<file path="src/rtl/alu_pkg.sv">
// Shared types and constants for the alu and its request arbiter.
package alu_pkg;

  localparam int unsigned DATA_W = 32;
  localparam int unsigned OP_W   = 4;
  localparam int unsigned FLG_W  = 4;

  // Op codes are carried through the arbiter undecoded; only the alu interprets them.
  localparam logic [OP_W-1:0] ALU_ADD = 4'd0;
  localparam logic [OP_W-1:0] ALU_SUB = 4'd1;
  localparam logic [OP_W-1:0] ALU_AND = 4'd2;
  localparam logic [OP_W-1:0] ALU_OR  = 4'd3;
  localparam logic [OP_W-1:0] ALU_XOR = 4'd4;

  // Bit positions inside the {N, Z, C, V} flag nibble.
  localparam int unsigned FLG_N = 3;
  localparam int unsigned FLG_Z = 2;
  localparam int unsigned FLG_C = 1;
  localparam int unsigned FLG_V = 0;

  typedef enum logic [1:0] {
    IDLE = 2'd0,
    EXEC = 2'd1,
    RESP = 2'd2
  } arb_state_t;

  typedef struct packed {
    logic [DATA_W-1:0] a;
    logic [DATA_W-1:0] b;
    logic [OP_W-1:0]   op;
  } alu_req_t;

  typedef struct packed {
    logic [DATA_W-1:0] res;
    logic [FLG_W-1:0]  flags;
  } alu_rsp_t;

endpackage

</file>
<file path="src/rtl/alu_arbiter_if.sv">
// Requester-side request/response bus of the alu arbiter.
interface alu_arbiter_if
  import alu_pkg::*;
#(
  parameter int unsigned N_REQ = 2
) ();

  logic [N_REQ-1:0]        req_valid;
  logic [N_REQ-1:0]        req_ready;
  logic [N_REQ*DATA_W-1:0] req_a;
  logic [N_REQ*DATA_W-1:0] req_b;
  logic [N_REQ*OP_W-1:0]   req_op;
  logic [N_REQ-1:0]        rsp_valid;
  logic [N_REQ-1:0]        rsp_ready;
  logic [DATA_W-1:0]       rsp_res;
  logic [FLG_W-1:0]        rsp_flags;

  modport master (
    output req_valid, req_a, req_b, req_op, rsp_ready,
    input  req_ready, rsp_valid, rsp_res, rsp_flags
  );

  modport slave (
    input  req_valid, req_a, req_b, req_op, rsp_ready,
    output req_ready, rsp_valid, rsp_res, rsp_flags
  );

endinterface

</file>
<file path="src/rtl/alu_arbiter_rr_pick.sv">
// Combinational round-robin picker: first requester after 'last', wrapping.
module rr_pick #(
  parameter  int unsigned N  = 2,
  localparam int unsigned IW = $clog2(N)
) (
  input  logic [N-1:0]  req,
  input  logic [IW-1:0] last,
  output logic [N-1:0]  grant,
  output logic [IW-1:0] idx,
  output logic          any
);

  logic [IW-1:0] cand;

  // Scan N positions starting one past the previous winner.
  always_comb begin
    idx  = '0;
    any  = 1'b0;
    cand = '0;
    for (int unsigned i = 1; i <= N; i++) begin
      cand = IW'((32'(last) + i) % N);
      if (!any && req[cand]) begin
        any = 1'b1;
        idx = cand;
      end
    end
    grant = any ? (N'(1) << idx) : '0;
  end

endmodule

</file>
<file path="src/rtl/alu_arbiter.sv">
// Round-robin sharing of one external combinational alu between N_REQ requesters.
module alu_arbiter
  import alu_pkg::*;
#(
  parameter  int unsigned N_REQ = 2,
  localparam int unsigned IDX_W = $clog2(N_REQ)
) (
  input  logic              clk,
  input  logic              rst,
  alu_arbiter_if.slave      bus,
  output logic [DATA_W-1:0] alu_a,
  output logic [DATA_W-1:0] alu_b,
  output logic [OP_W-1:0]   alu_op,
  input  logic [DATA_W-1:0] alu_res,
  input  logic [FLG_W-1:0]  alu_flags,
  output logic              busy
);

  arb_state_t       state;
  arb_state_t       state_nxt;
  logic [IDX_W-1:0] last_grant;
  logic [IDX_W-1:0] grant_idx;
  logic [IDX_W-1:0] pick_idx;
  logic [N_REQ-1:0] pick_onehot;
  logic             pick_any;
  logic             load;
  logic             rsp_done;
  alu_req_t         pick_req;
  alu_req_t         cur_req;
  alu_rsp_t         cur_rsp;

  rr_pick #(.N(N_REQ)) u_pick (
    .req   (bus.req_valid),
    .last  (last_grant),
    .grant (pick_onehot),
    .idx   (pick_idx),
    .any   (pick_any)
  );

  // Payload of the requester that would win this cycle.
  always_comb begin
    pick_req.a  = bus.req_a[DATA_W*32'(pick_idx) +: DATA_W];
    pick_req.b  = bus.req_b[DATA_W*32'(pick_idx) +: DATA_W];
    pick_req.op = bus.req_op[OP_W*32'(pick_idx) +: OP_W];
  end

  // State register.
  always_ff @(posedge clk or posedge rst) begin
    if (rst) state <= IDLE;
    else     state <= state_nxt;
  end

  // Next state: one grant, one settle cycle, then wait for the response handshake.
  always_comb begin
    state_nxt = state;
    case (state)
      IDLE:    if (pick_any) state_nxt = EXEC;
      EXEC:    state_nxt = RESP;
      RESP:    if (rsp_done) state_nxt = IDLE;
      default: state_nxt = IDLE;
    endcase
  end

  // Outputs: accept strobe only while idle; only the granted requester can retire the response.
  always_comb begin
    bus.req_ready = '0;
    load          = 1'b0;
    rsp_done      = 1'b0;
    if (state == IDLE) begin
      bus.req_ready = pick_onehot;
      load          = pick_any;
    end
    if (state == RESP) rsp_done = bus.rsp_ready[grant_idx];
  end

  // Operand, result and pointer registers around the shared alu.
  always_ff @(posedge clk or posedge rst) begin
    if (rst) begin
      cur_req       <= '0;
      cur_rsp       <= '0;
      grant_idx     <= '0;
      last_grant    <= IDX_W'(N_REQ - 1);
      bus.rsp_valid <= '0;
      busy          <= 1'b0;
    end else begin
      if (load) begin
        cur_req   <= pick_req;
        grant_idx <= pick_idx;
      end
      if (state == EXEC) begin
        cur_rsp.res   <= alu_res;
        cur_rsp.flags <= alu_flags;
        bus.rsp_valid <= N_REQ'(1) << grant_idx;
      end else if (rsp_done) begin
        bus.rsp_valid <= '0;
        last_grant    <= grant_idx;
      end
      busy <= (state_nxt != IDLE);
    end
  end

  assign alu_a         = cur_req.a;
  assign alu_b         = cur_req.b;
  assign alu_op        = cur_req.op;
  assign bus.rsp_res   = cur_rsp.res;
  assign bus.rsp_flags = cur_rsp.flags;

endmodule
</file>
<file path="src/flat_wrapper.sv">
// flat-port wrapper written by rule: the top's interface ports become plain ports
module alu_arbiter_flat import alu_pkg::*;
#(
  parameter  int unsigned N_REQ = 2,
  localparam int unsigned IDX_W = $clog2(N_REQ)
)
  (clk, rst, alu_a, alu_b, alu_op, alu_res, alu_flags, busy, bus_req_valid, bus_req_a, bus_req_b, bus_req_op, bus_rsp_ready, bus_req_ready, bus_rsp_valid, bus_rsp_res, bus_rsp_flags);
  alu_arbiter_if #(.N_REQ(N_REQ)) bus_i ();
  input  logic clk;
  input  logic rst;
  output logic [DATA_W-1:0] alu_a;
  output logic [DATA_W-1:0] alu_b;
  output logic [OP_W-1:0] alu_op;
  input  logic [DATA_W-1:0] alu_res;
  input  logic [FLG_W-1:0] alu_flags;
  output logic busy;
  input wire logic [$bits(bus_i.req_valid)-1:0] bus_req_valid;
  input wire logic [$bits(bus_i.req_a)-1:0] bus_req_a;
  input wire logic [$bits(bus_i.req_b)-1:0] bus_req_b;
  input wire logic [$bits(bus_i.req_op)-1:0] bus_req_op;
  input wire logic [$bits(bus_i.rsp_ready)-1:0] bus_rsp_ready;
  output wire logic [$bits(bus_i.req_ready)-1:0] bus_req_ready;
  output wire logic [$bits(bus_i.rsp_valid)-1:0] bus_rsp_valid;
  output wire logic [$bits(bus_i.rsp_res)-1:0] bus_rsp_res;
  output wire logic [$bits(bus_i.rsp_flags)-1:0] bus_rsp_flags;
  assign bus_i.req_valid = bus_req_valid;
  assign bus_i.req_a = bus_req_a;
  assign bus_i.req_b = bus_req_b;
  assign bus_i.req_op = bus_req_op;
  assign bus_i.rsp_ready = bus_rsp_ready;
  assign bus_req_ready = bus_i.req_ready;
  assign bus_rsp_valid = bus_i.rsp_valid;
  assign bus_rsp_res = bus_i.rsp_res;
  assign bus_rsp_flags = bus_i.rsp_flags;
  alu_arbiter #(.N_REQ(N_REQ)) u_core (.clk(clk), .rst(rst), .bus(bus_i), .alu_a(alu_a), .alu_b(alu_b), .alu_op(alu_op), .alu_res(alu_res), .alu_flags(alu_flags), .busy(busy));
endmodule
</file>
<file path="config.mk">
export PLATFORM = sky130hd
export DESIGN_NAME = alu_arbiter_flat
export DESIGN_NICKNAME = d
export VERILOG_FILES = /design/src/rtl/alu_pkg.sv /design/src/rtl/alu_arbiter_if.sv /design/src/rtl/alu_arbiter_rr_pick.sv /design/src/rtl/alu_arbiter.sv /design/src/flat_wrapper.sv
export SDC_FILE = /design/constraint.sdc
export NUM_CORES = 1
export LEC_CHECK = 0
export ABC_AREA = 1
export CAP_MARGIN = 10
export CORE_MARGIN = 8
export CORE_UTILIZATION = 42
export DETAILED_ROUTE_END_ITERATION = 8
export HOLD_SLACK_MARGIN = 0.03
export PLACE_DENSITY_LB_ADDON = 0.2
export SETUP_SLACK_MARGIN = 0.15
export SYNTH_ARGS = -nofsm -noshare
export SYNTH_HDL_FRONTEND = slang
export SYNTH_HIERARCHICAL = 1
export SYNTH_SLANG_ARGS = --single-unit
</file>
<file path="constraint.sdc">
create_clock -name clk -period 5.6 [get_ports clk]
set_clock_uncertainty 0.2 [all_clocks]
set_input_delay 0.56 -clock clk [delete_from_list [all_inputs] [get_ports clk]]
set_output_delay 0.56 -clock clk [all_outputs]
set_load 0.005 [all_outputs]
</file>
### Word-level counts from Yosys, hierarchy flattened

Cells that the tools add are included.

| cells by class | value |
|---|---|
| eq/ne operators | 2 |
| mux-type cells | 19 |
| order comparisons | 3 |
| reduce and logical (&&, ||, !) cells | 6 |
| bitwise logic cells | 1 |
| shift-type cells | 5 |
| $add $sub $neg | 2 |

Operator list:

| cell | number |
|---|---|
| indexed part select 64 x 7 -> 32 bit | 2 |
| two-way mux 1 bit | 12 |
| two-way mux 2 bit | 6 |
| indexed part select 8 x 4 -> 4 bit | 1 |
| < comparator 1 x 2 -> 1 bit, second input constant | 3 |
| case mux 2 bit (3 select lines) | 1 |
| nonzero test 2 bit | 2 |
| left shift 1 x 1 -> 2 bit, first input constant | 2 |
| adder 1 bit, second input constant | 2 |
| == test 2 x 1 -> 1 bit, second input constant | 1 |
| == test 2 bit, second input constant | 1 |
| zero test 2 bit | 1 |
| AND reduction 2 bit | 1 |
| logical AND 1 bit | 1 |
| zero test 1 bit | 1 |
| inverter 1 bit | 1 |

| word-level totals | value |
|---|---|
| register bits | 111 |
| word-level logic and storage cells | 48 |

### Logic depth before layout (Yosys ltp)

Gate-level depths: netlist of run 1.

| logic depth | value |
|---|---|
| word-level depth | 10 |
| mapped depth | 10 |

### Hierarchy

The synthesis of run 1 kept the hierarchy.

Modules (own cells, without submodules):

| module | area an instance (um2) | cells each | sequential area each (um2) | times used |
|---|---|---|---|---|
| alu_arbiter | 5047.3 | 696 | 2778.9 | 1 |
| rr_pick | 30.0 | 7 | 0.0 | 1 |

### Worst setup path after synthesis of run 1

OpenSTA, ideal clock, no wires.

| timing path | value |
|---|---|
| path kind | input port to flip-flop |
| from | in bus_req_valid[1] |
| to | reg u_core.cur_req, in the netlist u_core/alu_b[0] |
| setup time | 116 ps |
| cell stages on the path | 10 |
| required time | 5284 ps |
| arrival | 1374 ps |
| setup slack | 3910 ps |
| cells stage by stage | inv_1 > a21oi_1 > buf_2 > inv_2 > buf_4 > buf_4 > nand2_1 > nand2_1 > nand2_1 > nand2_1 |

| on the way | value |
|---|---|
| longest elaborated chain between the ends | 7 |

RTL lines:

| item | line | RTL |
|---|---|---|
| from (decl) | flat_wrapper.sv:17 | `input wire logic [$bits(bus_i.req_valid)-1:0] bus_req_valid;` |
| two-way mux 1 bit (implied by the code) (2 in series) | alu_arbiter_rr_pick.sv:22 | `if (!any && req[cand]) begin` |
| two-way mux 1 bit | alu_arbiter_rr_pick.sv:22 |  |
| zero test 1 bit | alu_arbiter_rr_pick.sv:22 |  |
| logical AND 1 bit | alu_arbiter_rr_pick.sv:22 |  |
| two-way mux 1 bit * | alu_arbiter_rr_pick.sv:22 |  |
| net u_core.pick_idx | alu_arbiter.sv:23 | `logic [IDX_W-1:0] pick_idx;` |
| indexed part select 64 x 7 -> 32 bit * | alu_arbiter.sv:43 | `pick_req.b = bus.req_b[DATA_W*32'(pick_idx) +: DATA_W];` |
| to (signal assigned) | alu_arbiter.sv:87 | `cur_req <= pick_req;` |
| to (decl) | alu_arbiter.sv:29 | `alu_req_t cur_req;` |

Mark *: on every way through the listed nets, which the timed path passes. The rest lies on a longest branch. The select of a mux whose other input is x is not followed.
A chain may end at the register's enable or synchronous reset.

### Worst setup path after layout of run 1

| timing path | value |
|---|---|
| from | in bus_req_valid[0] |
| to | reg u_core.cur_req, in the netlist u_core/alu_a[0] |

| on the way | value |
|---|---|
| longest elaborated chain between the ends | 7 |

RTL lines:

| item | line | RTL |
|---|---|---|
| two-way mux 1 bit (implied by the code) (2 in series) | alu_arbiter_rr_pick.sv:22 |  |
| two-way mux 1 bit | alu_arbiter_rr_pick.sv:22 |  |
| zero test 1 bit | alu_arbiter_rr_pick.sv:22 |  |
| logical AND 1 bit | alu_arbiter_rr_pick.sv:22 |  |
| two-way mux 1 bit * | alu_arbiter_rr_pick.sv:22 |  |
| net u_core.pick_any | alu_arbiter.sv:25 | `logic pick_any;` |
| two-way mux 1 bit * | alu_arbiter.sv:69 | `if (state == IDLE) begin` |

Marked as above.

==> impl_metrics.csv, run 1 <==
group,metric,value,unit
clock_tree,cts_root_buf,"clkbuf_16",
clock_tree,cts_buffer_depth,2,
global_route,antenna_found_initial,0,
critical_path,reg2reg_slack,3.19,ns
critical_path,endpoint,"u_core/alu_a[0]",
clock_tree,cts.hold.buffers_added,0,
outcome,status,"finished clean",
global_route,grt-ovfl-total,0,
critical_path,worstPathRequired,5.69,ns
route,ant_nets,0,
finish,areaGrowthSynthToFinish,62.67,%
critical_path,startpoint_type,"primary input",
critical_path,cp-end-kind,"flip-flop",
sta,setup_viol,0,
power_and_ir_drop,p_comb_share,48.7,%
route,drtPass1Iterations,5,
sta,finalCriticalPeriod,2.919,ns
sta,whs,0.2781,ns
power_and_ir_drop,p_total,3.888,mW
power_and_ir_drop,power_density,470.8,nW/µm²
place,dp_worst_setup_slack,2.318,ns
global_route,grt_pass1_wl,27500,µm
die,rows,40,
place,portBuffers,286,
clock_tree,cts_tree,"done",
sta,grt_setup_unrepaired,"no",
run,cap_viol_max_count,0,
die,die_y,126.0,µm
sta,fin_ws,2.681,ns
sta,max_clock_freq,0.3426,GHz
power_and_ir_drop,ir_drop,236.4,µV
power_and_ir_drop,p_int,2.484,mW
critical_path,crit_start,"bus_req_valid[0]",
power_and_ir_drop,p_sw,1.405,mW
synth,synth.net_count,881,
worst_hold_path,hold_path_class,"reg2reg",
synth,synth_cell_type_count,13,
die,pin_count,287,
finish,fill_cells,1017,
clock_tree,path_clk_slew,0.07,ns
finish,drive_gt1_share,2.878,%
critical_path,timing.rr.start,"u_core/state[0]",
sta,finalHoldViolCount,0,
die,start_util,42.63,%
place,place_congestion,0.8049,
route,totalWireLength,17440,µm
sta,worstMarginPinSlew,1.164,ns
route,routedWlPerCell,15.57,µm
sta,slew_headroom,22.43,%
route,drt-initial-drc-count,381,
clock_tree,htreeDepth,3,
clock_tree,post_cts_buffers,0,
global_route,grt_usage,21.87,%
place,dp_cells,1104,
critical_path,critical_path_class,"in2reg",
global_route,grt_max_degree,75,
synth,synthesis.area,5077,µm²
route,viasPerCell,4.613,
die,dieArea,15860,µm²
power_and_ir_drop,power_frac_clock,15.4,%
critical_path,path_max_fanout,72,
synth,ys_ff_latch,111,
sta,fin_crit_sh,52.12,%
clock_tree,cts_buffers,9,
die,die_w,126.0,µm
power_and_ir_drop,leakage,4.235,nW
clock_tree,clkLatencyLatePin,0.35,ns
critical_path,critical_path_arrival,3.01,ns
route,dr_total_vias,5166,
die,core_area,11910,µm²
power_and_ir_drop,seqPwrFrac,35.9,%
synth,synthCells,703,
place,dp_hpwl,13050,µm
clock_tree,cts.sinks,111,
sta,tns,0,ns
synth,synth-warning-count,6,
global_route,grt_pass1_vias,5144,
finish,layout_common_cells,"530 x nand2_1, 286 x clkdlybuf4s50_1, 110 x dfrtp_1",
critical_path,reg2reg_to,"u_core/alu_a[0]",
power_and_ir_drop,switching_share,36.12,%
finish,layout.nets,1146,
sta,finalMaxSlewViolations,0,
route,drcViolationCount,0,
finish,num_antenna_cells,0,
critical_path,reg2reg_depth,6,
finish,final_common_cell,"nand2_1",
synth,ys_seq_area_share,54.73,%
finish,fin_cells,1120,
clock_tree,cts-resized-gates,0,
synth,syn_area_per_cell,7.222,µm²
==> worst max-delay path: stages <==
cell and delay (ns):
clkdlybuf4s50_1 0.56, inv_1 0.09, nand2_1 0.11, nand3_4 0.63, inv_2 0.18, buf_4 0.57, nand2_1 0.14, nand2_1 0.10
==> routing by layer <==
metal  GRT usage [%]  part of all wire (%)  vias to the layer above
met1           25.02                    40                     2298
met2           36.86                    48                      227
li1                -                     -                     2620
met4           6.653                   2.0                        0
met5               0                     0                        -
met3           8.692                   9.6                       21
==> cell type report <==
class,instances,area (µm²),share of cell area [%]
clock buffer,10,229.0,2.772
tap,147,183.9,2.227
clock inverter,6,45.04,0.5454
sequential,111,2779,33.65
timing repair buffer,291,2900,35.12
multi-input combinational,543,2074,25.12
inverter,12,47.55,0.5757
==> sequential cells by signal (all words and copies together), names as in the netlist <==
register              cells
u_core/bus.rsp_flags      4
u_core/state              2
u_core/last_grant         1
u_core/grant_idx          1
u_core/alu_op             4
u_core/alu_b             32
u_core/bus.rsp_valid      2
u_core/bus.rsp_res       32
u_core/alu_a             32
u_core/busy               1
==> worst min-delay path by stage <==
| stage | from | end | cells past startpoint |
|---|---|---|---|
| 4_1_cts | u_core/bus.rsp_res[30] | u_core/bus.rsp_res[30] | 2 |
| 3_3_place_gp | u_core/alu_b[26] | u_core/alu_b[26] | 2 |
| 2_1_floorplan | u_core/bus.rsp_flags[0] | u_core/bus.rsp_flags[0] | 2 |
| 5_1_grt | u_core/alu_a[19] | u_core/alu_a[19] | 2 |
| 6_report | u_core/alu_b[6] | u_core/alu_b[6] | 2 |
| 3_5_place_dp | u_core/bus.rsp_res[11] | u_core/bus.rsp_res[11] | 2 |
==> per-stage QoR <==
| stage | util, % | cell area, µm² |
|---|---|---|
| 6_report | 69.34 | 8259 |
| 5_1_grt | 69.34 | 8259 |
| 4_1_cts | 69.34 | 8259 |
| 3_5_place_dp | 67.04 | 7985 |
| 3_3_place_gp | 67.04 | 7985 |
| 2_1_floorplan | - | 5077 |
==> Yosys cell counts (all sizes together) <==
cell type,number,share of area [%]
inv,12,0.89
nand2,530,39
nor2,3,0.22
a21oi,3,0.30
nand3,5,0.74
clkbuf,14,1.0
dfrtp,110,54
o21ai,2,0.20
dfstp,1,0.52
buf,23,2.7
==> power groups by stage <==
stage | registers, mW | clock network (mW) | logic, mW
2_1_floorplan | 1.43 | 0 | 0.765
3_3_place_gp | 1.39 | 0 | 1.89
3_5_place_dp | 1.41 | 0 | 1.92
4_1_cts | 1.40 | 0.618 | 1.93
5_1_grt | 1.44 | 0.646 | 2.11
6_report | 1.40 | 0.600 | 1.89
==> kinds of logic (layout without fill, tap and decap cells) <==
group,Yosys count,in the layout,share of synthesized area [%]
buffers and inverters,49,319,4.633
AO/OA/AOI/OAI,5,5,0.4928
AND/OR/NAND/NOR,538,538,40.14
flip-flops,111,111,54.73
Note: power is estimated with default switching activity, not from simulation.
==> run 2: changes to the inputs <==
--- a/config.mk
+++ b/config.mk
@@ -8,7 +8,7 @@
 export ABC_AREA = 1
 export CAP_MARGIN = 10
 export CORE_MARGIN = 8
-export CORE_UTILIZATION = 42
+export CORE_UTILIZATION = 35
 export DETAILED_ROUTE_END_ITERATION = 8
 export HOLD_SLACK_MARGIN = 0.03
 export PLACE_DENSITY_LB_ADDON = 0.2
==> constraint.sdc (replaced) <==
create_clock -name clk -period 2.6 [get_ports clk]
set_clock_uncertainty 0.2 [all_clocks]
set_input_delay 0.26 -clock clk [delete_from_list [all_inputs] [get_ports clk]]
set_output_delay 0.26 -clock clk [all_outputs]
set_load 0.005 [all_outputs]
==> run 2 against run 1 <==
Effect of this change:
- global-route usage is 3.5 points lower
- cell count is 3.8% higher
- total power is 120% higher
- sequential share of layout area is 0.66 points lower
- core utilization is 11 points lower
- worst hold slack worse by 0.082 ns
- clock-buffer cell count stayed put
- critical path type is now reg2out
==> impl_metrics.csv, run 2 (synthesized netlist as in run 1, its figures left out) <==
group,metric,value,unit
outcome,status,"finished clean",
critical_path,crit_path_top_delay_cell,"dfstp_2",
finish,areaGrowthSynthToFinish,65.92,%
sta,fin_ws,0.3862,ns
global_route,antenna_found_initial,0,
clock_tree,cts.hold.buffers_added,0,
place,place_congestion,0.7936,
die,start_util,35.34,%
place,portBuffers,286,
clock_tree,cts.sinks,111,
clock_tree,cts_buffers,9,
worst_hold_path,hold_path_class,"in2async",
global_route,grt_max_degree,112,
global_route,use_met3,6.135,%
clock_tree,htreeDepth,3,
finish,num_antenna_cells,0,
die,pin_count,287,
clock_tree,cts_root_buf,"clkbuf_16",
global_route,grt_pass1_wl,26770,µm
clock_tree,cts-resized-gates,0,
finish,layout.nets,1152,
clock_tree,cts_tree,"done",
run,cap_viol_max_count,0,
sta,setup_viol,0,
place,dp_hpwl,12960,µm
clock_tree,cts_buffer_depth,2,
clock_tree,post_cts_buffers,0,
die,core_area,14370,µm²
route,dr_total_vias,5137,
global_route,grt_usage,18.34,%
critical_path,path_cells,"inv_1, a21oi_1, inv_1, nor2_1, clkdlybuf4s50_1",
power_and_ir_drop,ir_drop,418.9,µV
finish,final_common_cell,"nand2_1",
place,dp_cells,1147,
die,rows,44,
route,ant_nets,0,
global_route,grtUsageMet2,29.95,%
global_route,grt-ovfl-total,0,
die,die_y,136.4,µm
global_route,busiest_layer,"met2",
finish,final_core_util,58.63,%
die,die_w,136.4,µm
route,drt-initial-drc-count,274,
route,viasPerCell,4.417,
critical_path,cp-end-kind,"output pin",
clock_tree,clkLatencyLatePin,0.34,ns
finish,layout_common_cells,"530 x nand2_1, 286 x clkdlybuf4s50_1, 110 x dfrtp_1",
finish,final_area,8424,µm²
route,totalWireLength,17330,µm
finish,fin_cells,1163,
critical_path,critical_path_class,"reg2out",
route,drtPass1Iterations,6,
critical_path,cpPeakStageDelay,0.59,ns
sta,slew_headroom,58.17,%
route,routedWlPerCell,14.90,µm
power_and_ir_drop,leakage,4.291,nW
die,dieArea,18620,µm²
sta,finalMaxSlewViolations,0,
place,dpl_cell_area,8128,µm²
finish,multiInputGateArea,2074,µm²
sta,max_clock_freq,0.4517,GHz
sta,tns,0,ns
finish,fill_cells,1307,
sta,grt_setup_unrepaired,"no",
critical_path,startpoint_type,"flip-flop",
global_route,use_met1,21.73,%
finish,drive_gt1_share,3.473,%
global_route,grt_pass1_vias,5160,
critical_path,cp_common_cell,"inv_1",
sta,worstMarginPinSlew,0.6274,ns
finish,seq_area,2779,µm²
clock_tree,path_clk_slew,0.08,ns
critical_path,path_max_fanout,4,
place,dp_worst_setup_slack,0.4536,ns
sta,finalHoldViolCount,0,
route,drcViolationCount,0,
sta,finalCriticalPeriod,2.214,ns
critical_path,critical_path_arrival,1.75,ns
critical_path,worstPathRequired,2.14,ns
power_and_ir_drop,power_density,1012,nW/µm²
sta,fin_crit_sh,85.15,%
==> run 2: path summary, 6_finish.rpt <==
path	from	to	slack, ns	cells after the start
setup / recovery	u_core/last_grant	bus_req_ready[0]	0.39	5
hold reg to reg	u_core/alu_a[27]	u_core/alu_a[27]	0.28	2
setup reg to reg	u_core/last_grant	u_core/alu_b[26]	0.81	7
hold / removal	rst	u_core/bus.rsp_res[4]	0.20	3
max in group asynchronous	rst	u_core/alu_a[31]	1.50	3
min in group clk	alu_res[0]	u_core/bus.rsp_res[0]	0.24	3
==> run 2: metal layers <==
layer / vias to the layer above / part of all wire [%]
li1: 2629 / -
met1: 2273 / 41
met2: 209 / 47
met3: 26 / 9.1
met4: 0 / 2.6
met5: - / 0
==> run 2: final cells by class <==
class / instances / share of cell area, %
flip-flops and latches: 111 / 32.99
multi-input cells: 543 / 24.62
inverters: 12 / 0.5792
well taps: 184 / 2.733
repair buffers: 297 / 35.56
clock buffers: 10 / 2.718
clock inverters: 6 / 0.8020
==> run 2: stage by stage <==
stage                     power [mW]  hold slack (ns)
after floorplan                4.725           0.1696
after global placement         7.181           0.2604
after detailed placement       7.254           0.2638
after CTS                      8.679           0.2301
after global routing           9.227           0.2372
final                          8.523           0.1963
==> run 2: power breakdown <==
group | internal [mW] | switching [mW]
Sequential | 2.57 | 0.441
Clock | 0.754 | 0.634
Combinational | 2.20 | 1.93
Total | 5.52 | 3.01
==> run 2: critical path, delay by kind of cell (launching register included) <==
family	cells	cell delay, ns
AND/OR/NAND/NOR	1	0.09
flip-flops	1	0.59
buffers and inverters	3	0.60
AO/OA/AOI/OAI	1	0.12
